[src/rtl/turbo_clk_gen.sv]
// Turbo CPU clock-enable generator: divides i_clk into a single-cycle strobe at a
// rate picked by a synchronised mode request, with peripheral wait-state stretching.

module turbo_clk_gen #(
  parameter int                     MODES       = 4,
  parameter int                     DIV_W       = 4,
  parameter logic [MODES*DIV_W-1:0] DIVS        = 16'hF731,
  parameter int                     SYNC_STAGES = 2,
  parameter int                     RST_MODE    = 0
) (
  input  logic                     i_clk,
  input  logic                     i_reset,
  input  logic [$clog2(MODES):0]   i_mode,
  input  logic                     i_wait_req,
  output logic                     o_clk_en,
  output logic                     o_phase,
  output logic [$clog2(MODES)-1:0] o_mode_cur,
  output logic                     o_mode_chg,
  output logic                     o_mode_err,
  output logic                     o_wait_ack,
  output logic [15:0]              o_en_cnt
);

  localparam int               MW      = $clog2(MODES);
  localparam logic [MW:0]      MODES_L = MODES[MW:0];
  localparam logic [MW-1:0]    RST_L   = RST_MODE[MW-1:0];
  localparam logic [DIV_W-1:0] RST_DIV = DIVS[RST_MODE*DIV_W +: DIV_W];

  typedef enum logic {
    ST_COUNT,
    ST_WAIT
  } state_e;

  logic [DIV_W-1:0] div_tab [MODES];

  genvar g;
  generate
    for (g = 0; g < MODES; g++) begin : g_tab
      assign div_tab[g] = DIVS[g*DIV_W +: DIV_W];
    end
  endgenerate

  logic [MW:0]      sync_q [SYNC_STAGES];
  logic [MW:0]      sync_d [SYNC_STAGES];
  state_e           state_q, state_d;
  logic [DIV_W-1:0] cnt_q, cnt_d;
  logic [MW-1:0]    mode_cur_q, mode_cur_d;
  logic             pend_valid_q, pend_valid_d;
  logic [MW-1:0]    pend_mode_q, pend_mode_d;
  logic             bad_q, bad_d;
  logic             mode_chg_q, mode_chg_d;
  logic             mode_err_q, mode_err_d;
  logic             phase_q, phase_d;
  logic [15:0]      en_cnt_q, en_cnt_d;

  logic [MW:0]      msync;
  logic             msync_ok;
  logic             strobe;

  always_comb begin
    sync_d[0] = i_mode;
    for (int i = 1; i < SYNC_STAGES; i++) begin
      sync_d[i] = sync_q[i-1];
    end
  end

  // WAIT always holds cnt at zero, so a zero count with no wait request is the
  // single condition for a strobe in either state.
  always_comb begin
    msync    = sync_q[SYNC_STAGES-1];
    msync_ok = (msync < MODES_L);
    strobe   = !i_reset && (cnt_q == '0) && !i_wait_req;

    state_d      = state_q;
    cnt_d        = cnt_q;
    pend_valid_d = pend_valid_q;
    pend_mode_d  = pend_mode_q;
    phase_d      = phase_q;
    en_cnt_d     = en_cnt_q;
    mode_cur_d   = (strobe && pend_valid_q) ? pend_mode_q : mode_cur_q;
    mode_chg_d   = strobe && pend_valid_q;
    bad_d        = !msync_ok;
    mode_err_d   = !msync_ok && !bad_q;

    if (strobe) begin
      state_d      = ST_COUNT;
      cnt_d        = div_tab[mode_cur_d];
      pend_valid_d = 1'b0;
      phase_d      = ~phase_q;
      en_cnt_d     = en_cnt_q + 16'd1;
    end else if (cnt_q != '0) begin
      cnt_d = cnt_q - DIV_W'(1);
    end else begin
      state_d = ST_WAIT;
    end

    // Compare against the mode in force after this cycle so a request that was
    // just applied is not captured a second time.
    if (msync_ok) begin
      if (msync[MW-1:0] != mode_cur_d) begin
        pend_valid_d = 1'b1;
        pend_mode_d  = msync[MW-1:0];
      end else begin
        pend_valid_d = 1'b0;
      end
    end
  end

  always_ff @(posedge i_clk) begin
    if (i_reset) begin
      for (int i = 0; i < SYNC_STAGES; i++) begin
        sync_q[i] <= {1'b0, RST_L};
      end
      state_q      <= ST_COUNT;
      cnt_q        <= RST_DIV;
      mode_cur_q   <= RST_L;
      pend_valid_q <= 1'b0;
      pend_mode_q  <= RST_L;
      bad_q        <= 1'b0;
      mode_chg_q   <= 1'b0;
      mode_err_q   <= 1'b0;
      phase_q      <= 1'b0;
      en_cnt_q     <= 16'd0;
    end else begin
      sync_q       <= sync_d;
      state_q      <= state_d;
      cnt_q        <= cnt_d;
      mode_cur_q   <= mode_cur_d;
      pend_valid_q <= pend_valid_d;
      pend_mode_q  <= pend_mode_d;
      bad_q        <= bad_d;
      mode_chg_q   <= mode_chg_d;
      mode_err_q   <= mode_err_d;
      phase_q      <= phase_d;
      en_cnt_q     <= en_cnt_d;
    end
  end

  assign o_clk_en   = strobe;
  assign o_wait_ack = !i_reset && (state_q == ST_WAIT);
  assign o_phase    = phase_q;
  assign o_mode_cur = mode_cur_q;
  assign o_mode_chg = mode_chg_q;
  assign o_mode_err = mode_err_q;
  assign o_en_cnt   = en_cnt_q;

endmodule

[config.mk]
export PLATFORM = sky130hd
export DESIGN_NAME = turbo_clk_gen
export DESIGN_NICKNAME = d
export VERILOG_FILES = /design/src/rtl/turbo_clk_gen.sv
export SDC_FILE = /design/constraint.sdc
export NUM_CORES = 1
export LEC_CHECK = 0
export ABC_CLOCK_PERIOD_IN_PS = 5600
export BUFFER_PORTS_ARGS = -buffer_cell sky130_fd_sc_hd__buf_4
export CORE_AREA = 2 2 61 77
export CTS_CLUSTER_DIAMETER = 200
export CTS_CLUSTER_SIZE = 14
export DETAILED_ROUTE_END_ITERATION = 10
export DIE_AREA = 0 0 63 79
export GPL_TIMING_DRIVEN = 1
export SKIP_LAST_GASP = 1
export SYNTH_ARGS = -nofsm -noshare
export SYNTH_HDL_FRONTEND = slang
export SYNTH_SLANG_ARGS = --single-unit
[constraint.sdc]
create_clock -name i_clk -period 5.6 [get_ports i_clk]
set_clock_uncertainty 0.05 [all_clocks]
set_input_delay 0.56 -clock i_clk [delete_from_list [all_inputs] [get_ports i_clk]]
set_output_delay 0.56 -clock i_clk [all_outputs]
set_load 0.01 [all_outputs]
==> results.cfg <==
[place]
globalplace.congestion = 0.771
place.detailed.hpwl_um = 2450
place.port_buffers = 28

[synthesis]
mappedNetlistArea_um2 = 1660
portion_of_the_post_synthesis_area_used_by_sequential_elements = 0.435
synth-warning-count = 0
synth-edff-count = 0
synth-seq-cells = 36
syn_area_per_cell_um2 = 8.55
ys_dominant_reg_cell = dfxtp_1
netlist-cell-type-count = 40
netlist_instances = 194
asyncSetResetFlopFracSynth = 0
synthesis.nets = 203

[outcome]
run_status = finished, final reports clean

[floorplan]
floorplan.die_area_um2 = 4980
placementRows = 27
io-pin-count = 29
die-width_um = 63
die_height_um = 79
fp.coreArea_um2 = 4290
initial_core_util = 0.386

[finish]
final_layout_size_suffix_gt1_frac = 0.185
area_growth_pct = 23.0
num_antenna_cells = 0
net_count_of_the_finished_layout = 230

[routing]
drt_iter0_drc = 72
routed-via-count = 1446
drt_pre_antenna_iters = 4
drc_errors_left = 0
vias_per_cell = 5.16
ant_nets = 0
avgRoutedWirePerCell_um = 12.4
route.final.wire_length_um = 3470

[grt]
grtUsageTotal = 0.158
maximum_number_of_pins_on_one_net_before_global_route_repair = 41
globalRoute.totalOverflow = 0
number_of_antenna_violations_at_the_first_check_in_global_routing = 0
first_pass_grt_wire_length_um = 6150
vias_in_the_first_global_route = 1386

[clock_tree]
clkLatencyLatePin_ps = 290
clockRootBuffer = clkbuf_8
numClockSinks = 36
number_of_gates_given_a_new_drive_strength_after_cts = 0
clock_tree.buffer_depth = 2
cts_tree = built
tritoncts.num_buffers = 5
clk_pin_slew_ps = 70
cts_hold_buf = 0
post-cts-setup-buffer-count = 0
cts.htree.levels = 2

[critical_path]
critical_path.endpoint_type = primary output
critPathKind = flip-flop to primary output
crit_required_ps = 4990
timing.critical_path.fanout_max = 11
cp.arrival_ps = 1830
startpoint_types = flip-flop

[timing]
post-route-min-period_ps = 2440
max-slew-margin-rel = 0.666
timing.final.max_slew_violations = 0
setup_viol = 0
grt_setup_unrepaired = no
post-route-period-util = 0.435
timing_worst_slew_pin_value_ps = 500
highest_attainable_clock_frequency_mhz = 410
hold_viol = 0
totalNegativeSetupSlack_ps = 0
fin_worst_hold_slack_ps = 330

[pwr]
powerDensity_nw_per_um2 = 333
power.total_w = 0.000679
ir_drop_mv = 0.145
leakagePower_nw = 0.777

[min_path]
min_path_type = flip-flop to flip-flop

[job]
max_cap_viol_count = 0
==> state kept, by name, summed over array words and instances (netlist names) <==
register      cells
pend_mode_q       2
o_mode_cur        2
msync             3
state_q           1
sync_d            3
bad_q             1
o_mode_chg        1
pend_valid_q      1
o_phase           1
cnt_q             4
o_mode_err        1
o_en_cnt         16
==> kinds of logic after synthesis <==
kind of cell | count (synthesis) | synth area share
AO/OA/AOI/OAI | 48 | 0.183
buffers and inverters | 16 | 0.0370
adder cells (fa/ha/maj) | 3 | 0.0226
multiplexers | 2 | 0.0128
XOR/XNOR | 8 | 0.0423
AND/OR/NAND/NOR | 81 | 0.268
flip-flops | 36 | 0.435
==> routing by layer <==
metal | up-vias | wire length [um] | track usage
met5 | - | 0 | 0
met4 | 0 | 71 | 0.0689
met3 | 6 | 147 | 0.0496
met2 | 29 | 1730 | 0.276
met1 | 666 | 1520 | 0.175
li1 | 745 | - | -
==> cell usage in the layout, fill, tap and decap left out, types with 2 or more instances in the layout <==
master,instances
dfxtp_1,36
buf_4,29
nor2_1,15
a21oi_1,15
nand2_1,14
nand2b_1,12
o21ai_0,12
nor2b_1,7
or3_1,7
clkbuf_8,7
inv_1,6
nand3_1,6
xnor2_1,5
o31ai_1,5
a211oi_1,4
nand4_1,4
or4_1,4
xor2_1,3
a311oi_1,3
ha_1,3
nor3b_1,2
o211ai_1,2
a22oi_1,2
o211a_1,2
nor3_1,2
==> through the flow <==
stage | utilization | setup slack, ps | std cells | area (um2)
finish | 0.475 | 3160 | 280 | 2040
global route | 0.475 | 3000 | 280 | 2040
CTS | 0.475 | 3140 | 280 | 2040
detailed placement | 0.446 | 3120 | 272 | 1910
global placement | 0.446 | 3150 | 272 | 1910
floorplan | - | 3450 | 194 | 1660
==> worst paths after layout <==
| path | from | to | slack, ps | depth (start not counted) |
|---|---|---|---|---|
| min reg2reg | bad_q$_SDFF_PP0_ | o_mode_err$_SDFF_PP0_ | 330 | 1 |
| min | bad_q$_SDFF_PP0_ | o_mode_err$_SDFF_PP0_ | 330 | 1 |
| max reg2reg | cnt_q[0]$_SDFFE_PP1P_ | o_en_cnt[13]$_SDFFE_PP0P_ | 3200 | 6 |
| max | cnt_q[0]$_SDFFE_PP1P_ | o_clk_en | 3160 | 7 |
==> power breakdown <==
part	switching, W	internal, W
logic	0.0000716	0.0000593
clock network	0.0000932	0.000157
registers	0.0000199	0.000278
==> layout make-up <==
type / count / area [um2]
fillers: 440 / 2250
inverters: 7 / 26.3
clock inverters: 1 / 30.0
flip-flops and latches: 36 / 721
clock buffers: 7 / 96.3
repair buffers: 29 / 218
well taps: 58 / 72.6
multi-input cells: 142 / 876
==> worst max-delay path, stage by stage (launching register included) <==
cell and delay, ps:
dfxtp_1 370, inv_1 80, ha_1 200, nor3b_1 140
buf_4 170, nand2_1 100, clkinv_1 240, buf_4 240
==> cells in the mapped netlist (2+ instances only) <==
master / instances / area [um2]
o31ai_1: 5 / 37.5
nor3b_1: 2 / 15.0
or4_1: 4 / 30.0
xor2_1: 3 / 26.3
or3_1: 7 / 43.8
nand3_1: 6 / 30.0
inv_1: 6 / 22.5
nor2_1: 15 / 56.3
dfxtp_1: 36 / 721
o211a_1: 2 / 20.0
a211oi_1: 4 / 30.0
a22oi_1: 2 / 15.0
a311oi_1: 3 / 26.3
o211ai_1: 2 / 15.0
nor3_1: 2 / 10.0
clkbuf_1: 6 / 22.5
nand2_1: 14 / 52.6
xnor2_1: 5 / 43.8
nand4_1: 4 / 25.0
ha_1: 3 / 37.5
nand2b_1: 12 / 75.1
a21oi_1: 15 / 75.1
o21ai_0: 12 / 60.1
buf_1: 2 / 7.51
nor2b_1: 7 / 43.8
Power figures use the tool's default switching activity.
